==> config.mk <==
export PLATFORM = sky130hd
export DESIGN_NAME = sofa_plus_scan_ctrl
export DESIGN_NICKNAME = d
export VERILOG_FILES = /design/src/rtl/sofa_plus_scan_ctrl.sv
export SDC_FILE = /design/constraint.sdc
export NUM_CORES = 1
export LEC_CHECK = 0
export CORE_MARGIN = 3
export CORE_UTILIZATION = 24
export CTS_CLUSTER_DIAMETER = 150
export DETAILED_ROUTE_END_ITERATION = 7
export GPL_TIMING_DRIVEN = 0
export HOLD_SLACK_MARGIN = 0.05
export PLACE_DENSITY = 0.44
export SKIP_CTS_REPAIR_TIMING = 1
export SLEW_MARGIN = 0
export SYNTH_ARGS = -nofsm -noshare
export SYNTH_HDL_FRONTEND = slang
export SYNTH_SLANG_ARGS = --single-unit
==> constraint.sdc <==
create_clock -name C -period 4.3 [get_ports C]
set_clock_uncertainty 0.1 [all_clocks]
set_input_delay 0.86 -clock C [delete_from_list [all_inputs] [get_ports C]]
set_output_delay 0.86 -clock C [all_outputs]
set_load 0.03 [all_outputs]
==> src/rtl/sofa_plus_scan_ctrl.sv <==
// Scan-chain shift controller: loads a word, shifts it LSB-first into the chain, then pulses done.
// Optional readback of the prior chain contents through SO is enabled by SOFA_PLUS_SCAN_READBACK_EN.
module sofa_plus_scan_ctrl #(
  parameter int CHAIN_LEN = 16,
  parameter int CNT_W     = 8
) (
  input  logic                 C,
  input  logic                 R,
  input  logic                 start,
  input  logic                 abort,
  input  logic [CHAIN_LEN-1:0] load_data,
  input  logic                 SO,
  output logic                 Test_en,
  output logic                 DI,
  output logic                 busy,
  output logic                 done,
  output logic                 aborted,
  output logic [CHAIN_LEN-1:0] rdata
);

  // One-hot encoding lets every status output be a single flop bit or its inverse.
  typedef enum logic [2:0] {
    IDLE  = 3'b001,
    SHIFT = 3'b010,
    DONE  = 3'b100
  } state_t;

  state_t               state;
  state_t               state_nxt;
  logic [CHAIN_LEN-1:0] shreg;
  logic [CNT_W-1:0]     cnt;
  logic                 last_bit;

  assign last_bit = (cnt == CNT_W'(CHAIN_LEN - 1));

  // State register
  always_ff @(posedge C or posedge R) begin
    if (R) begin
      state <= IDLE;
    end else begin
      state <= state_nxt;
    end
  end

  // Next-state decode; abort outranks the completion transition
  always_comb begin
    state_nxt = state;
    case (state)
      IDLE: begin
        if (start) begin
          state_nxt = SHIFT;
        end else begin
          state_nxt = IDLE;
        end
      end
      SHIFT: begin
        if (abort) begin
          state_nxt = IDLE;
        end else if (last_bit) begin
          state_nxt = DONE;
        end else begin
          state_nxt = SHIFT;
        end
      end
      DONE:    state_nxt = IDLE;
      default: state_nxt = IDLE;
    endcase
  end

  // Shift register, bit counter and sticky abort flag
  always_ff @(posedge C or posedge R) begin
    if (R) begin
      shreg   <= '0;
      cnt     <= '0;
      aborted <= 1'b0;
    end else if (state == IDLE && start) begin
      shreg   <= load_data;
      cnt     <= '0;
      aborted <= 1'b0;
    end else if (state == SHIFT) begin
      shreg <= {1'b0, shreg[CHAIN_LEN-1:1]};
      cnt   <= cnt + CNT_W'(1);
      if (abort) begin
        aborted <= 1'b1;
      end else begin
        aborted <= aborted;
      end
    end else begin
      shreg   <= shreg;
      cnt     <= cnt;
      aborted <= aborted;
    end
  end

  assign Test_en = state[1];
  assign done    = state[2];
  assign busy    = ~state[0];
  assign DI      = shreg[0];

`ifdef SOFA_PLUS_SCAN_READBACK_EN
  // Tail-flop data enters at the MSB so the first bit out lands at bit 0 after a full pass.
  always_ff @(posedge C or posedge R) begin
    if (R) begin
      rdata <= '0;
    end else if (state == SHIFT) begin
      rdata <= {SO, rdata[CHAIN_LEN-1:1]};
    end else begin
      rdata <= rdata;
    end
  end
`else
  logic unused_so;
  assign unused_so = SO;
  assign rdata     = '0;
`endif

endmodule

# ---- Word level (Yosys, flattened, before mapping)
# Index checks and enable logic that the tools add are counted.
dict set report totals {
  register_bits 28
  latchBits 0
  ramBits 0
  romBits 0
  input_bits 21
  output_inout_bits 21
  word_cells 24
  mem_count 0
}
dict set report op_classes {
  n_addsub 1
  mul 0
  n_div 0
  order_cmp 0
  n_eq_ne 3
  n_shift 0
  n_mux 11
  bitwise 1
  n_reduce_logical 4
}
# operator count
set ops {}
lappend ops {{16-bit two-way mux} 2}
lappend ops {{8-bit two-way mux} 2}
lappend ops {{8-bit by 1-bit adder with 8-bit output, second input constant} 1}
lappend ops {{8-bit by 4-bit == test with 1-bit output, second input constant} 1}
lappend ops {{3-bit two-way mux} 2}
lappend ops {{3-bit one-hot mux with 2 select lines} 1}
lappend ops {{2-bit nonzero test} 2}
lappend ops {{3-bit by 1-bit == test with 1-bit output, second input constant} 1}
lappend ops {{3-bit by 2-bit == test with 1-bit output, second input constant} 1}
lappend ops {{1-bit two-way mux} 3}
lappend ops {{2-bit two-way mux} 1}
lappend ops {{2-bit AND reduction} 1}
lappend ops {{1-bit logical AND} 1}
lappend ops {{1-bit inverter} 1}

# ---- Logic depth before layout (Yosys ltp)
# Gate-level depths: netlist (run 1).
dict set report depth {
  word_depth 4
  depth_mapped 5
  ltp_nobuf 4
}

# ---- Worst setup path before layout (run 1)
# No wires, ideal clock.
dict set report synth_timing {
  kind {in2reg}
  from {input start}
  to {register shreg[0]}
  arrival_ps 1817
  required_ps 4076
  setup_slack_ps 2259
  cell_stages 5
  path_cell_list {or4bb_1 clkbuf_1 buf_2 nand3_1 nand2_1}
}
dict set report synth_via {
  elab_chain_cells 2
  word_cells_on_any_way 3
}
# element line
set synth_rtl {}
lappend synth_rtl {{start, declared} 9} ;# input logic start,
lappend synth_rtl {{1-bit logical AND (*)} 76} ;# end else if (state == IDLE && start) begin
lappend synth_rtl {{16-bit two-way mux / 2-bit nonzero test (equally long branches)} n/a}
lappend synth_rtl {{end signal, assigned} 77} ;# shreg <= load_data;
lappend synth_rtl {{end signal, assigned} 81} ;# shreg <= {1'b0, shreg[CHAIN_LEN-1:1]};
lappend synth_rtl {{end signal, assigned} 89} ;# shreg <= shreg;
lappend synth_rtl {{end, declared} 30} ;# logic [CHAIN_LEN-1:0] shreg;
# Mark *: on every way between the ends. The rest lies on a longest branch, timed or not.
# A chain may end at the register's enable or synchronous reset.

# ---- Worst setup path after layout (run 1)
dict set report layout_timing {
  from {input start}
  to {register shreg[13]}
}
# Same word-level chain as after synthesis.

==> metrics.cfg, run 1 <==
[outcome]
status=complete, no violations

[power]
power_leakage_nw=0.8452
vdd_ir_drop_max_v=0.0002061
p_per_area_mw_per_mm2=460.7

[worst_setup_path]
crit_required_ns=4.36
cpMaxStageDelayCell=clkdlybuf4s50_1
path_class=in -> reg
crit_path_start_kind=primary input
cp_top_family=buffers and inverters
path_buf_inv=3
crit_chain=clkdlybuf4s50_1 -> or4bb_1 -> clkbuf_1 -> buf_2 -> nand3_1 -> nand2_1
cp_slowest_stage_delay_ns=0.47
endpoint_kind=register
cp.arrival_ns=2.51
cp_max_fo=10

[sta]
hold_viol=0
worst_pin_slew_ns=1.081
setup_viol=0
fin_crit_ns=2.449
fin_setup_tns_ns=0
grt_setup_unrepaired=no
slew_violations=0
max_freq_ghz=0.4082
finalCritPeriodShare=0.5697
slew_headroom=0.2783

[routing]
vias=1124
wire_per_inst_um=12.27
drcViolationCount=0
postRouteWirelength_um=3177
first_pass_iters=4
vias_per_cell=4.340
ant_nets=0
drt_iter0_markers=103

[floorplanning]
core_mm2=0.005574
io_pins=42
dieArea_mm2=0.006747
die-width_um=82.14
start_util=0.2496
rows=27
die_y_um=82.14

[clock_network]
cts_buffers=3
cts_tree=yes
cts-root-buf=clkbuf_8
cts_buffer_depth=2
clock_latency_ns=0.28
clk_pin_slew_ns=0.10
cts_max_level=1
cts.sinks=28

[synth]
synth-compound-area-share=0.1448
synth_fa_ha_area_frac=0.008993
synth_area_mm2=0.001391
yosys_warnings=0
yosys.area_share.xor_xnor=0
synth_area_per_cell_um2=9.662
synthDistinctLibCells=28
synthFlopType=dfrtp_1
async_flop_share=1.000
synth-edff-count=0
synth_cells=144
ys_seq_area_frac=0.5045
synth-simple-area-share=0.2086
synth_seq_cells=28
synthMuxAreaShare=0.007194
synth_top_family_by_area=simple AND/OR/NAND/NOR gates

[place]
gp_congestion=0.7341
numPlacedInstances=255
dp_hpwl_um=2366
numPortBuffers=24

[grt]
grt_max_degree=29
grt_pass1_vias=1121
grt_usage=0.1012
antenna_found_initial=0
grt_pass1_wl_um=5313
overflow=0

[layout]
syn_to_final_growth_pct=31.74
register_area_um2=701.9
multiInputGateArea_um2=574.3
layoutNonFillerInstCount=259
post-route-util=0.3288
fin_nets=210
fill_cells=591
drive_gt1_frac=0.1444
diodes=0

[worst_hold_path]
hold_path.class=reg -> reg

[flow_run]
max_cap_viol_count=0

[cells by family (layout without fill, tap and decap cells)]
| family | Yosys count | in the layout |
|---|---|---|
| muxes | 1 | 1 |
| and+or+nand+nor | 56 | 56 |
| DFF | 28 | 28 |
| buffers and inverters | 27 | 55 |
| AOI/OAI and AO/OA | 30 | 30 |
| adders and majority gates | 1 | 1 |
| other | 1 | 16 |
[metrics by stage]
stage / worst slack, ns / instance area (µm²) / power [mW] / hold slack, ns
2_1_floorplan: 2.259 / 1448 / 0.5923 / 0.3617
3_3_place_gp: 1.588 / 1778 / 0.6796 / 0.3740
3_5_place_dp: 1.578 / 1778 / 0.6876 / 0.3753
4_1_cts: 1.855 / 1833 / 0.8551 / 0.4006
5_1_grt: 1.738 / 1833 / 0.9080 / 0.4362
6_report: 1.851 / 1833 / 0.8445 / 0.3939
[state kept, by name (all words and copies together), names as in the netlist]
name     flops
shreg       16
cnt          8
state        3
aborted      1
[synth_stat cells, types with 2 or more instances]
library cell / number / area [µm²]
a21oi_1: 6 / 30.03
a22o_1: 2 / 17.52
a22oi_1: 14 / 105.1
buf_2: 2 / 10.01
buf_4: 16 / 120.1
clkbuf_1: 5 / 18.77
dfrtp_1: 27 / 675.7
inv_1: 3 / 11.26
nand2_1: 19 / 71.32
nand3_1: 18 / 90.09
nor2_1: 6 / 22.52
o21ai_0: 4 / 20.02
o31ai_1: 3 / 22.52
or3_1: 3 / 18.77
or4_1: 3 / 22.52
[where the power goes]
part	internal (mW)	leakage (nW)	switching, mW
sequential	0.351	0.358	0.0564
combinational	0.117	0.458	0.157
clock	0.0819	0.0288	0.0813
total	0.550	0.845	0.294
[placed cells by master, fill, tap and decap left out]
master,instances
a21oi_1,6
a22o_1,2
a22oi_1,14
a31oi_1,1
and4bb_2,1
buf_2,2
buf_4,16
buf_6,1
clkbuf_1,5
clkbuf_8,4
clkdlybuf4s50_1,24
conb_1,16
dfrtp_1,27
dfstp_2,1
ha_1,1
inv_1,3
mux2i_1,1
nand2_1,19
nand3_1,18
nand4_1,1
nor2_1,6
nor3_1,1
nor3b_2,1
nor4_1,1
o21ai_0,4
o31ai_1,3
or3_1,3
or3b_4,1
or4_1,3
or4bb_1,1
[worst min-delay path, delay by kind of cell (launching register included)]
kind / cells / cell delay (ns)
AO/OA/AOI/OAI: 1 / 0.06
flip-flops: 1 / 0.35
AND/OR/NAND/NOR: 1 / 0.05
[layer usage]
metal | part of all wire | GRT usage
met4 | 0 | 0.009967
met3 | 0.049 | 0.02928
met2 | 0.46 | 0.1640
met5 | 0 | 0
met1 | 0.49 | 0.1388
[cell type report]
class                           instances  share of cell area
Multi-Input combinational cell        104              0.3133
Timing Repair Buffer                   24              0.1311
Inverter                                3            0.006143
Buffer                                 24             0.08737
Clock buffer                            4             0.03003
Sequential cell                        28              0.3829
Tap cell                               72             0.04915
[final timing paths]
kind                       depth (start not counted)               endpoint  slack, ns                 start
hold / removal                                     2   shreg[7]$_DFFE_PP0P_       0.39  shreg[8]$_DFFE_PP0P_
min in group asynchronous                          2   shreg[3]$_DFFE_PP0P_       1.05                     R
setup / recovery                                   6  shreg[13]$_DFFE_PP0P_       1.85                 start
max in group asynchronous                          2     cnt[2]$_DFFE_PP0P_       2.40                     R
setup reg to reg                                   5  shreg[13]$_DFFE_PP0P_       2.41    state[0]$_DFF_PP1_
hold reg to reg                                    2   shreg[7]$_DFFE_PP0P_       0.39  shreg[8]$_DFFE_PP0P_
Note: power is estimated with default switching activity, not from simulation.
==> inputs of run 2 (changes only) <==
--- a/config.mk
+++ b/config.mk
@@ -11,7 +11,7 @@
 export DETAILED_ROUTE_END_ITERATION = 7
 export GPL_TIMING_DRIVEN = 0
 export HOLD_SLACK_MARGIN = 0.05
-export PLACE_DENSITY = 0.44
+export PLACE_DENSITY = 0.46
 export SKIP_CTS_REPAIR_TIMING = 1
 export SLEW_MARGIN = 0
 export SYNTH_ARGS = -nofsm -noshare
==> constraint.sdc (replaced) <==
create_clock -name C -period 2 [get_ports C]
set_clock_uncertainty 0.1 [all_clocks]
set_input_delay 0.4 -clock C [delete_from_list [all_inputs] [get_ports C]]
set_output_delay 0.4 -clock C [all_outputs]
set_load 0.03 [all_outputs]
==> run 2 against run 1 <==
Net effect:
- routed wire length is 1.2% higher
- global-route usage grew 0.13 points
- sequential cell count unchanged
- die area unchanged
- final cell count fell by 0.39%
- sequential power up 110%
- register-to-register slack got worse by 2.2 ns
- clock power grew to 2.8 times the previous value
- critical path depth down 5
==> metrics.cfg, run 2 (synthesis gave the netlist of run 1 again) <==
[sta]
finalCritPeriodShare=0.9457
slew_headroom=0.2490
grt_setup_unrepaired=no
worst_pin_slew_ns=1.125
max_freq_ghz=0.5287
fin_crit_ns=1.891
slew_violations=0
setup_viol=0
hold_viol=0
fin_setup_tns_ns=0

[routing]
postRouteWirelength_um=3215
ant_nets=0
first_pass_iters=4
vias_per_cell=4.295
drcViolationCount=0
wire_per_inst_um=12.46
wl_met1_um=1585
drt_iter0_markers=31
vias=1108
met3_length_um=167
wl_met2_um=1395
dr.max_layer_used=met4

[layout]
fill_cells=611
registers.top_by_ff_count=shreg
drive_gt1_frac=0.1505
largest_reg_flops=16
fin_nets=209
diodes=0
biggestRegsByFlops=shreg x16, cnt x8, state x3
syn_to_final_growth_pct=33.09
layout_common_cells=dfrtp_1 (27), clkdlybuf4s50_1 (23), nand2_1 (19)
final_common_cell=dfrtp_1
finalInstanceArea_mm2=0.001852

[clock_network]
cts_buffer_depth=2
cts_max_level=1
clk_pin_slew_ns=0.10
clock_latency_ns=0.27
cts.sinks=28
cts-root-buf=clkbuf_8
cts_tree=yes
cts_buffers=3

[floorplanning]
start_util=0.2496
die_y_um=82.14
dieArea_mm2=0.006747
die-width_um=82.14
rows=27
io_pins=42
core_mm2=0.005574

[power]
combPwrFrac=0.306
internal_power_mw=1.276
p_per_area_mw_per_mm2=1030
clockPowerShare=0.237
switchingPower_mw=0.6320
seqPwrFrac=0.458
switching_share=0.3313
vdd_ir_drop_max_v=0.0003441
power_leakage_nw=0.8651

[grt]
grt_pass1_wl_um=5237
antenna_found_initial=0
grt_usage=0.1025
overflow=0
grt_max_degree=29
grt_pass1_vias=1079

[outcome]
status=complete, no violations

[flow_run]
max_cap_viol_count=0

[worst_setup_path]
endpoint_kind=primary output
path_class=reg -> out
cp_top_family=buffers and inverters
crit_path_start_kind=register
path_buf_inv=1
crit_chain=clkdlybuf4s50_1
crit_required_ns=1.50
cp.arrival_ns=1.39
cp_max_fo=5
cpMaxStageDelayCell=clkdlybuf4s50_1
cp_slowest_stage_delay_ns=0.69

[place]
dp_hpwl_um=2278
place_area_mm2=0.001778
numPortBuffers=24
gp_congestion=0.7743

[worst_hold_path]
hold_path.class=reg -> reg

==> run 2: cell types whose count changed in the layout (fill, tap and decap cells not counted), sizes merged <==
cell / previous run / this run
bufinv: 0 / 1
clkbuf: 9 / 7
clkdlybuf4s50: 24 / 23
dlymetal6s2s: 0 / 1
==> run 2: per-layer routing <==
metal | global-route usage | up-vias
met1 | 0.1420 | 513
met2 | 0.1519 | 27
met3 | 0.01735 | 4
li1 | - | 564
met4 | 0.05482 | 0
met5 | 0 | -
==> run 2: power by group through the flow <==
stage	Clock, mW	Sequential [mW]	Combinational [mW]
4_1_cts	0.470	0.873	0.596
3_5_place_dp	0	0.880	0.595
5_1_grt	0.488	0.898	0.665
2_1_floorplan	0	0.893	0.380
3_3_place_gp	0	0.882	0.590
6_report	0.451	0.874	0.583
==> run 2: cell type report <==
cell class / count / area (µm²) / share of cell area
plain buffers: 23 / 156.4 / 0.08446
well taps: 72 / 90.09 / 0.04865
clock inverters: 1 / 30.03 / 0.01622
inverters: 3 / 11.26 / 0.006081
multi-input cells: 104 / 578.1 / 0.3122
flip-flops and latches: 28 / 701.9 / 0.3791
repair buffers: 24 / 242.7 / 0.1311
clock buffers: 3 / 41.29 / 0.02230
==> run 2: path summary, 6_finish.rpt <==
kind                                 startpoint                    to  slack (ns)  cells after the start
min in group asynchronous                     R    cnt[3]$_DFFE_PP0P_        0.61                      2
max in group asynchronous                     R    state[2]$_DFF_PP0_        0.52                      2
setup / recovery             state[2]$_DFF_PP0_                  done        0.11                      1
setup reg to reg             state[2]$_DFF_PP0_  shreg[1]$_DFFE_PP0P_        0.24                      4
hold reg to reg            shreg[6]$_DFFE_PP0P_  shreg[5]$_DFFE_PP0P_        0.40                      2
hold / removal             shreg[6]$_DFFE_PP0P_  shreg[5]$_DFFE_PP0P_        0.40                      2
==> run 2: per-stage QoR <==
stage	hold slack [ns]	setup slack, ns	total power [mW]	util	instances
after floorplan	0.3617	0.2506	1.273	-	159
after global placement	0.3746	-0.2768	1.472	0.3190	255
after detailed placement	0.3783	-0.2828	1.475	0.3190	255
after CTS	0.4044	0.02136	1.940	0.3318	259
after global routing	0.4293	0.05489	2.051	0.3322	258
final	0.4000	0.1086	1.908	0.3322	258
==> run 2: tightest hold or removal path, delay by kind of cell, from the launching register on <==
kind	cells	cell delay (ns)
AOI/OAI and AO/OA	1	0.06
DFF	1	0.35
and+or+nand+nor	1	0.06
==> variant: new RTL, settings of run 1 <==
`CNT_W`: 8 -> 7.
--- a/src/rtl/sofa_plus_scan_ctrl.sv
+++ b/src/rtl/sofa_plus_scan_ctrl.sv
@@ -2,7 +2,7 @@
 // Optional readback of the prior chain contents through SO is enabled by SOFA_PLUS_SCAN_READBACK_EN.
 module sofa_plus_scan_ctrl #(
   parameter int CHAIN_LEN = 16,
-  parameter int CNT_W     = 8
+  parameter int CNT_W     = 7
 ) (
   input  logic                 C,
   input  logic                 R,
Behaviour: same outputs for any inputs over 10 cycles, from zero or initial values; that may be too few to reach the edited logic, so the function may still have changed.
==> variant against run 1 <==
- sequential power decreased by 2%
- sequential share of layout area hardly changed
- core utilization up 0.87 points
- total power shrank 2.7%
- wire length shrank 0.88%
- via count decreased by 3.4%
- cell area fell by 3.5%
- worst setup slack worse by 48 ps
- area after synthesis shrank 3.9%
- global-route usage rose by 0.22 points
- clock power shrank 9%
- count of clock-buffer cells in the layout is 1 lower
- sequential cell count decreased by 1
==> variant: results <==
metrics = {
    "cells_and_area": {
        "drive_gt1_share_pct": 13.3,
        "fin_cells": 251,
        "nets": 204,
    },
    "grt": {
        "grt_use_met2_pct": 18.0,
        "grt_pass1_wl_mm": 5.21,
        "grt_use_met1_pct": 12.9,
        "grt_max_degree": 28,
        "grt_use_met3_pct": 1.46,
        "grt.total_usage_pct": 10.3,
    },
    "run_status": {
        "status": "finished clean",
    },
    "yosys": {
        "synth_commonest_cells": "dfrtp_1, nand3_1, buf_4, nand2_1, a22oi_1",
        "synth.area.top_cells": "dfrtp_1, buf_4, a22oi_1",
        "ys_types": 30,
        "avgSynthCellArea_um2": 9.69,
    },
    "placed_design": {
        "routabilityCongestion": 0.738,
        "place_ws_ps": 1490,
        "hpwlAfterDp_mm": 2.32,
    },
    "drt": {
        "vias": 1086,
        "wire_per_inst_um": 12.5,
        "drtIter0Drc": 45,
    },
    "sta": {
        "tightest_slew_ps": 1030,
        "max_freq_mhz": 400,
    },
    "clocking": {
        "cts_buffer_depth": 2,
    },
    "power_and_ir_drop": {
        "cellLeakagePower_nw": 0.831,
        "ir_worst_vdd_mv": 0.163,
    },
}
-- variant: cell types whose count changed after synthesis, sizes merged, moves of 2 or more --
cell and change:
buf -3, clkbuf +4, nand2 -4, nor4bb +2, o21ai -2, or3 -2
-- variant: through the flow --
| step | area [um2] | total power, mW | utilization (%) |
|---|---|---|---|
| after CTS | 1770 | 0.829 | 33.8 |
| final | 1770 | 0.822 | 33.8 |
| after detailed placement | 1720 | 0.680 | 32.9 |
| after floorplan | 1390 | 0.585 | - |
| after global routing | 1770 | 0.888 | 33.8 |
| after global placement | 1720 | 0.672 | 32.9 |
-- variant: cell families after synthesis --
family / synth area share [%]
other cells: 0.280
flops: 50.6
buf+inv: 12.7
fa+ha+maj: 0.935
xor+xnor: 0.655
compound gates: 15.2
simple gates: 19.6
-- variant: path summary, 6_finish.rpt --
path	start	end	slack, ps
worst max-delay path	start	shreg[1]	1800
worst min-delay path	shreg[2]	shreg[2]	410
worst max register to register	state[0]	shreg[1]	2340
worst min register to register	shreg[2]	shreg[2]	410
max in group asynchronous	R	cnt[0]	2440
min in group asynchronous	R	shreg[0]	1040
-- variant: final cells by class --
type | count | area share, %
plain buffers | 25 | 8.78
well taps | 70 | 4.95
inverters | 4 | 0.849
multi-input cells | 97 | 30.9
clock inverters | 1 | 0.283
clock buffers | 3 | 2.34
flip-flops and latches | 27 | 38.3
repair buffers | 24 | 13.6
-- variant: tightest hold or removal path: cells and delay by family, from the launching register on --
family,cells,cell delay [ps]
flops,1,350
simple gates,2,120
-- variant: metal layers --
layer | routed length, um | share of wire [%]
met1 | 1410 | 45
met2 | 1600 | 51
met3 | 107 | 3.4
met4 | 36 | 1.1
met5 | 0 | 0
-- variant: report_power, final --
part	switching (mW)	internal, mW
combinational	0.157	0.115
clock	0.0827	0.0650
sequential	0.0572	0.344
total	0.297	0.525
